## src/rtl/count_pkg.sv

```systemverilog
// count_pkg: shared types and constants for the count serializer.
//   state_t       - serializer FSM state encoding
//   WIDTH_DEFAULT - default width of the captured count word
package count_pkg;

  localparam int unsigned WIDTH_DEFAULT = 16;

  typedef enum logic [1:0] {
    IDLE  = 2'd0,
    START = 2'd1,
    SHIFT = 2'd2,
    DONE  = 2'd3
  } state_t;

endpackage

```

## src/rtl/count_serializer_if.sv

```systemverilog
// count_serializer_if: control and serial-stream signals of the count serializer.
//   count_in    - parallel count word to snapshot
//   load_req    - one-cycle request to snapshot count_in and start a frame
//   ser_ready   - downstream accepts the current serial bit
//   clr_ovr     - clears the sticky overrun flag
//   ser_out     - current serial bit
//   ser_valid   - ser_out carries a valid bit
//   frame_start - start bit is being presented
//   busy        - a frame is in progress (any state but IDLE)
//   done        - one-cycle end-of-frame pulse
//   overrun     - sticky flag: load_req seen while busy
// master = requester/consumer side, slave = serializer side.
interface count_serializer_if
  import count_pkg::*;
#(
  parameter int unsigned WIDTH = WIDTH_DEFAULT
) ();

  logic [WIDTH-1:0] count_in;
  logic             load_req;
  logic             ser_ready;
  logic             clr_ovr;
  logic             ser_out;
  logic             ser_valid;
  logic             frame_start;
  logic             busy;
  logic             done;
  logic             overrun;

  modport master (
    output count_in, load_req, ser_ready, clr_ovr,
    input  ser_out, ser_valid, frame_start, busy, done, overrun
  );

  modport slave (
    input  count_in, load_req, ser_ready, clr_ovr,
    output ser_out, ser_valid, frame_start, busy, done, overrun
  );

endinterface

```

## src/rtl/count_serializer_shift_reg_ld.sv

```systemverilog
// shift_reg_ld: loadable left-shift register exposing its MSB.
//   clk        - system clock
//   rst_n      - asynchronous active-low reset (clears the register)
//   load_i     - parallel load of data_i (has priority over shift)
//   shift_en_i - shift left by one, zero fill
//   data_i     - parallel load value
//   msb_o      - current most significant bit
module shift_reg_ld #(
  parameter int unsigned WIDTH = 16
) (
  input  logic             clk,
  input  logic             rst_n,
  input  logic             load_i,
  input  logic             shift_en_i,
  input  logic [WIDTH-1:0] data_i,
  output logic             msb_o
);

  logic [WIDTH-1:0] data_q;
  logic [WIDTH-1:0] data_d;

  always_comb begin
    data_d = data_q;
    if (load_i) begin
      data_d = data_i;
    end else if (shift_en_i) begin
      data_d = {data_q[WIDTH-2:0], 1'b0};
    end
  end

  always_ff @(posedge clk or negedge rst_n) begin
    if (!rst_n) begin
      data_q <= '0;
    end else begin
      data_q <= data_d;
    end
  end

  assign msb_o = data_q[WIDTH-1];

endmodule

```

## src/rtl/count_serializer.sv

```systemverilog
// count_serializer: snapshots a parallel count word and sends it as a serial
// frame (start bit '1', then WIDTH data bits MSB first) under a valid/ready
// handshake.
//   clk   - system clock
//   rst_n - asynchronous active-low reset
//   bus   - count_serializer_if slave modport (see interface for signals)
module count_serializer
  import count_pkg::*;
#(
  parameter int unsigned WIDTH = WIDTH_DEFAULT
) (
  input  logic                 clk,
  input  logic                 rst_n,
  count_serializer_if.slave    bus
);

  localparam int unsigned     CW   = $clog2(WIDTH + 1);
  localparam logic [CW-1:0]   LAST = CW'(WIDTH - 1);

  state_t        state_q, state_d;
  logic [CW-1:0] cnt_q, cnt_d;
  logic          ovr_q, ovr_d;

  logic load_c;
  logic shift_c;
  logic msb;

  logic ser_out_c;
  logic ser_valid_c;
  logic frame_start_c;
  logic busy_c;
  logic done_c;

  shift_reg_ld #(
    .WIDTH(WIDTH)
  ) u_sreg (
    .clk       (clk),
    .rst_n     (rst_n),
    .load_i    (load_c),
    .shift_en_i(shift_c),
    .data_i    (bus.count_in),
    .msb_o     (msb)
  );

  always_comb begin
    state_d       = state_q;
    cnt_d         = cnt_q;
    ovr_d         = ovr_q;
    load_c        = 1'b0;
    shift_c       = 1'b0;
    ser_out_c     = 1'b0;
    ser_valid_c   = 1'b0;
    frame_start_c = 1'b0;
    busy_c        = 1'b0;
    done_c        = 1'b0;

    unique case (state_q)
      IDLE: begin
        if (bus.load_req) begin
          load_c  = 1'b1;
          cnt_d   = '0;
          state_d = START;
        end
      end
      START: begin
        busy_c        = 1'b1;
        ser_valid_c   = 1'b1;
        frame_start_c = 1'b1;
        ser_out_c     = 1'b1;
        if (bus.ser_ready) begin
          state_d = SHIFT;
        end
      end
      SHIFT: begin
        busy_c      = 1'b1;
        ser_valid_c = 1'b1;
        ser_out_c   = msb;
        if (bus.ser_ready) begin
          shift_c = 1'b1;
          cnt_d   = cnt_q + CW'(1);
          // cnt_q counts completed data transfers; this one is the last.
          if (cnt_q == LAST) begin
            state_d = DONE;
          end
        end
      end
      DONE: begin
        busy_c  = 1'b1;
        done_c  = 1'b1;
        state_d = IDLE;
      end
      default: begin
        state_d = IDLE;
      end
    endcase

    // Set is evaluated last so a simultaneous overrun beats clr_ovr.
    if (bus.clr_ovr) begin
      ovr_d = 1'b0;
    end
    if (bus.load_req && (state_q != IDLE)) begin
      ovr_d = 1'b1;
    end
  end

  always_ff @(posedge clk or negedge rst_n) begin
    if (!rst_n) begin
      state_q <= IDLE;
      cnt_q   <= '0;
      ovr_q   <= 1'b0;
    end else begin
      state_q <= state_d;
      cnt_q   <= cnt_d;
      ovr_q   <= ovr_d;
    end
  end

  assign bus.ser_out     = ser_out_c;
  assign bus.ser_valid   = ser_valid_c;
  assign bus.frame_start = frame_start_c;
  assign bus.busy        = busy_c;
  assign bus.done        = done_c;
  assign bus.overrun     = ovr_q;

endmodule

```

## src/flat_wrapper.sv

```systemverilog
// flat-port wrapper written by rule: the top's interface ports become plain ports
module count_serializer_flat import count_pkg::*;
#(
  parameter int unsigned WIDTH = WIDTH_DEFAULT
)
  (clk, rst_n, bus_count_in, bus_load_req, bus_ser_ready, bus_clr_ovr, bus_ser_out, bus_ser_valid, bus_frame_start, bus_busy, bus_done, bus_overrun);
  count_serializer_if #(.WIDTH(WIDTH)) bus_i ();
  input  logic clk;
  input  logic rst_n;
  input wire logic [$bits(bus_i.count_in)-1:0] bus_count_in;
  input wire logic [$bits(bus_i.load_req)-1:0] bus_load_req;
  input wire logic [$bits(bus_i.ser_ready)-1:0] bus_ser_ready;
  input wire logic [$bits(bus_i.clr_ovr)-1:0] bus_clr_ovr;
  output wire logic [$bits(bus_i.ser_out)-1:0] bus_ser_out;
  output wire logic [$bits(bus_i.ser_valid)-1:0] bus_ser_valid;
  output wire logic [$bits(bus_i.frame_start)-1:0] bus_frame_start;
  output wire logic [$bits(bus_i.busy)-1:0] bus_busy;
  output wire logic [$bits(bus_i.done)-1:0] bus_done;
  output wire logic [$bits(bus_i.overrun)-1:0] bus_overrun;
  assign bus_i.count_in = bus_count_in;
  assign bus_i.load_req = bus_load_req;
  assign bus_i.ser_ready = bus_ser_ready;
  assign bus_i.clr_ovr = bus_clr_ovr;
  assign bus_ser_out = bus_i.ser_out;
  assign bus_ser_valid = bus_i.ser_valid;
  assign bus_frame_start = bus_i.frame_start;
  assign bus_busy = bus_i.busy;
  assign bus_done = bus_i.done;
  assign bus_overrun = bus_i.overrun;
  count_serializer #(.WIDTH(WIDTH)) u_core (.clk(clk), .rst_n(rst_n), .bus(bus_i));
endmodule
```

## config.mk

```make
export PLATFORM = sky130hd
export DESIGN_NAME = count_serializer_flat
export DESIGN_NICKNAME = d
export VERILOG_FILES = /design/src/rtl/count_pkg.sv /design/src/rtl/count_serializer_if.sv /design/src/rtl/count_serializer_shift_reg_ld.sv /design/src/rtl/count_serializer.sv /design/src/flat_wrapper.sv
export SDC_FILE = /design/constraint.sdc
export NUM_CORES = 1
export LEC_CHECK = 0
export CORE_MARGIN = 2
export CORE_UTILIZATION = 55
export DETAILED_ROUTE_END_ITERATION = 6
export GPL_TIMING_DRIVEN = 0
export PLACE_DENSITY = 0.95
export SYNTH_ARGS = -nofsm -noshare
export SYNTH_HDL_FRONTEND = slang
export SYNTH_SLANG_ARGS = --single-unit
```

## constraint.sdc

```tcl
create_clock -name clk -period 2.85 [get_ports clk]
set_input_delay 0.285 -clock clk [delete_from_list [all_inputs] [get_ports clk]]
set_output_delay 0.285 -clock clk [all_outputs]
set_load 0.01 [all_outputs]
```

==> results.md <==
- Status: completed
- Main combinational cell family by area after synthesis: compound AO/OA/AOI/OAI gates
- Vias in the first global route: 1065
- Post-synth top cells: dfrtp_1 (24), nand2_1 (18), mux2i_1 (16), o21ai_0 (15), inv_1 (9)
- Ratio of cells with drive above 1 in the final layout: ~11%
- Syn Nets: about 160
- Clock slew at reported path FFs: approximately 130 ps
- Slowest CP cell: clkdlybuf4s50_1
- Nets: 192
- VDD IR max: around 0.77 mV
- Dpl hpwl: 2.11 mm
- Final period utilization: 86.9%
- Post-Synth XOR/XNOR Area: 0%
- Setup violators final: 0
- Inserted Diodes: 0
- Vias: between 1000 and 1500
- Synth area leaders: dfrtp_1 (44%), mux2i_1 (12%), ha_1 (6.4%)
- Cell count after synthesis: 134
- Initial Util: 56.6%
- Async SR Flop Fraction: 100%
- FF+latch count, synth: 24
- # DRC: 0
- IO Pins: 27
- Synth Area in Simple Gates: 13.6%
- Fin crit period: 2480 ps
- Largest net degree at the start of global routing: 25
- Bufs on Longest Clock Path: 2
- Compound-gate portion of the synthesized area: 16.7%
- Post-Synth Adder-Cell Area: approximately 6.4%
- CP Capture Type: output port
- Synth Cell Area: 0.00138 sq mm
- Setup CP Type: register to output port
- Total track usage: 21.1%
- Slew Limit Fails: 0
- Initial antenna violation count: 0
- Sequential element share of the synthesized area: 43.6%
- Pwr Total: ~0.0016 W
- Top cell type by total area after synthesis: dfrtp_1
- Core Region: ~0.0024 sq mm
- Crit-path max FO: 10
- Primary FF master, synth: dfrtp_1
- HP Class: input port to register
- Relative slew margins: about 28%
- Die area: 0.00292 sq mm
- CP startpoint kind: register
- WL per Instance: 13.9 um
- Post-CTS Hold Buffers: 0
- First-pass GRT wire length: 4.47 mm
- Clock skew: 3.92 ps
- # Post-CTS Setup Buffers: 0
- Unrepaired setup endpoints after global routing: no
- Clock Latency Late Sink: 320 ps
- Sw Pwr: 0.000600 W
- Post-CTS sizing: 0
- Netlist cell types: 36
- Power Internal: 0.00102 W
- Lkg Pwr: 0.846 nW
- Placer Congestion: 0.860
- Combinational power share: approximately half
- Vias per cell: between 5 and 6
- Final hold violation count: 0
- CTS H-tree lvls: 1
- Seq pwr share: 34.0%
- Biggest cell delay along the critical path: about 540 ps
- Site Rows: 18
- Final ANT Viol Nets: 0
- Max Fclk: roughly 0.40 GHz
- Power share of the clock group: 15.3%
- Routed WL: 2.68 mm
- CTS Buf Count: 3
- Crit path arrival time: 2190 ps
- Clock root cell: clkbuf_4
- Post-route setup TNS: 0 ps
- Num Clock Sinks: 24
- Post-synth top area share: between 40% and 50%
- Syn avg cell area: 10.3 sq um
- CTS tree: done
- Die height: 54.0 um
- Switching share of power: a little under two fifths
- PortBufs: 25
- CP cell instances: inv_1 -> ha_1 -> buf_4 -> a21oi_1 -> nor2b_1 -> clkdlybuf4s50_1
- P&R area growth vs syn: 24.7%
- Post-synthesis mux area share: 12.7%
- Pre-antenna DRT Iters: 4
- CP Data Required Time: 2570 ps
- Grt total ovfl: 0
- Max Cap Violations: 0
- Worst slew pin tran: 1080 ps
- EDFF count, synth: 0
- Pwr per Cell Area: approximately 940 mW/mm^2
- Synth warnings: 0
- DR iter-0 viols: 17
- Die width: between 50 and 60 um
- Most common cell in the netlist: dfrtp_1
-- sequential cells by signal, summed over array words and instances (netlist names) --
signal / cells
u_core.u_sreg.data_q: 16
u_core.cnt_q: 5
u_core.state_q: 2
u_core.bus.overrun: 1
-- routing by layer --
| metal | share of wire, % | GRT usage, % | wire (um) | vias to the layer above |
|---|---|---|---|---|
| met1 | 40 | 24.0 | 1070 | 515 |
| met2 | 55 | 39.8 | 1480 | 35 |
| li1 | - | - | - | 522 |
| met4 | 0 | 4.17 | 0 | 0 |
| met3 | 5.2 | 5.28 | 140 | 0 |
| met5 | 0 | 0 | 0 | - |
-- worst max-delay path, delay by kind of cell (launching register included) --
family / cells / cell delay, ps
buf+inv: 3 / 910
flops: 1 / 430
compound gates: 1 / 80
simple gates: 1 / 100
fa+ha+maj: 1 / 350
-- through the flow --
stage	worst slack [ps]	instance area (sq um)	cells	util, %	hold slack [ps]
after global placement	766	1660	189	68.4	463
after global routing	202	1720	193	70.6	242
final	375	1720	193	70.6	242
after CTS	364	1720	193	70.6	236
after floorplan	1290	1380	134	-	-10.6
after detailed placement	749	1660	189	68.4	481
-- path summary, 6_finish.rpt --
kind,end,from,slack (ps),cells after the start
hold / removal,u_core.bus.overrun,bus_load_req,240,3
setup reg to reg,u_core.state_q[1],u_core.state_q[0],1140,5
hold reg to reg,u_core.u_sreg.data_q[13],u_core.u_sreg.data_q[13],500,2
max in group asynchronous,u_core.u_sreg.data_q[11],rst_n,1680,1
setup / recovery,bus_ser_out,u_core.state_q[0],370,6
min in group asynchronous,u_core.cnt_q[4],rst_n,530,1
-- kinds of logic after synthesis --
family	Yosys count
AOI/OAI and AO/OA	34
adders and majority gates	7
buffers and inverters	16
DFF	24
muxes	17
and+or+nand+nor	36
-- final cells by class --
type / instances / area, sq um
Sequential cell: 24 / 601
Clock inverter: 1 / 30.0
Buffer: 7 / 61.3
Inverter: 9 / 33.8
Tap cell: 30 / 37.5
Fill cell: 163 / 716
Clock buffer: 3 / 22.5
Timing Repair Buffer: 25 / 250
Multi-Input combinational cell: 94 / 681
-- cells in the final DEF (no fill, tap or decap), drive strengths merged, types with 2 or more instances in the layout --
cell type       n
dfrtp          24
o21ai          16
o311ai          2
a21oi           5
clkbuf          3
o211ai          3
buf             7
nand2          19
ha              7
nor2b           3
nor2            5
clkdlybuf4s50  25
a22oi           2
inv             9
mux2i          16
-- power by group through the flow --
stage	Combinational [W]	Sequential [W]	Clock [W]
detailed placement	0.000825	0.000557	0
global route	0.000909	0.000563	0.000268
global placement	0.000789	0.000546	0
finish	0.000821	0.000550	0.000247
floorplan	0.000592	0.000534	0
CTS	0.000826	0.000550	0.000253
(Power assumes the default switching activity.)
==> patch: new RTL, same settings <==
One comparison of `cnt_q` changes from == to >=.
--- a/src/rtl/count_serializer.sv
+++ b/src/rtl/count_serializer.sv
@@ -79,7 +79,7 @@
           shift_c = 1'b1;
           cnt_d   = cnt_q + CW'(1);
           // cnt_q counts completed data transfers; this one is the last.
-          if (cnt_q == LAST) begin
+          if (cnt_q >= LAST) begin
             state_d = DONE;
           end
         end
Behaviour: no difference found for any inputs over 10 cycles, from zero or initial values and one cycle with rst_n low; that may be too few to reach the edited logic, so the function may still have changed.
==> patch against the unedited design <==
- routed wire length grew 9.5%
- global-route usage grew 3.5 points
- sequential cell count is the same
- sequential power grew 5.5%
- synthesized area shrank 5.9%
- setup slack gained 110 ps
- combinational power shrank 8.5%
- count of clock-buffer cells in the layout is the same
- power shrank 2.3%
- via count grew 1.8%
- design area shrank 4.3%
- critical endpoint unchanged
- largest cell class unchanged
==> patch: results <==
set metrics [dict create \
    grtUsageMet1_pct 29.6 \
    via_per_inst 5.80 \
    grtUsageMet3_pct 3.14 \
    drive_gt1_share_pct 9.38 \
    area_delta_synth_final_pct 26.9 \
    pg_seq_mw 0.580 \
    cp.arrival_ps 2080 \
    num-fill-cells 172 \
    holdPathEnd "u_core.u_sreg.data_q[4]$_DFFE_PN0P_" \
    synth.area.mux_share_pct 13.2 \
    synth_fa_ha_area_share_pct 5.80 \
    synthCells 130 \
    synth-async-reset-ratio_pct 100 \
    nonClkBufAreaFrac_pct 18.7 \
    drt-total-wl_um 2940 \
    routabilityCongestion 0.764 \
    dp_slack_ps 860 \
    ctsResizeCount 0 \
    use_met2_pct 42.9 \
    synth_cell_types 27 \
    ys_seq_area_share_pct 46.4 \
    ir_drop_uv 552 \
    grt.total_usage_pct 24.7 \
    num_vias 1091 \
    status "completed" \
    r2r-end "u_core.cnt_q[4]$_DFFE_PN0P_" \
    min_path_cells 3 \
    grt_pass1_wl_um 4840 \
    fin_worst_skew_ps 3.07 \
    p_total_mw 1.58 \
    yosys-top-cells-area "dfrtp_1 (46%), mux2i_1 (12%), o21ai_1 (7.7%)" \
    nClkBuffers 3 \
    reg2reg_from "u_core.cnt_q[0]$_DFFE_PN0P_" \
    final-clk-cell-share_pct 3.20 \
    multi_input_area_share_pct 37.8 \
    reg2reg_slack_ps 1010 \
    min-delay-start "bus_count_in[4]" \
    n_all_buffers 33 \
    multi_input_cells 92 \
    dpl_cell_area_um2 1590 \
    p_leak_nw 0.808 \
    max_slew.worst_pin.slew_ps 1050 \
    hpwl_um 2120 \
    inv_count 7 \
    drt-initial-drc-count 26 \
    whs_ps 487 \
    netlist_top_cells_count "dfrtp_1 (24), o21ai_1 (20), nand2_1 (19), mux2i_1 (16), inv_1 (7)" \
    core_um2 2210 \
    combPwrFrac_pct 47.5 \
    p_int_mw 0.989 \
]
[patch: how the worst max path moves through the flow]
| stage | to | slack, ps |
|---|---|---|
| 2_1_floorplan | u_core.cnt_q[4]$_DFFE_PN0P_ | 1200 |
| 3_3_place_gp | bus_ser_out | 950 |
| 3_5_place_dp | bus_ser_out | 860 |
| 4_1_cts | bus_ser_out | 480 |
| 5_1_grt | bus_ser_out | 340 |
| 6_report | bus_ser_out | 480 |
[patch: worst reg2reg max path, delay by kind of cell (launching register included)]
family	cells	cell delay, ps
simple gates	2	310
flops	1	460
compound gates	2	420
fa+ha+maj	2	550
[patch: metal layers]
metal	share of wire (%)	wire [µm]	up-vias
li1	-	-	511
met3	4.6	136	13
met5	0	0	-
met2	52	1520	44
met1	40	1180	523
met4	3.2	94	0
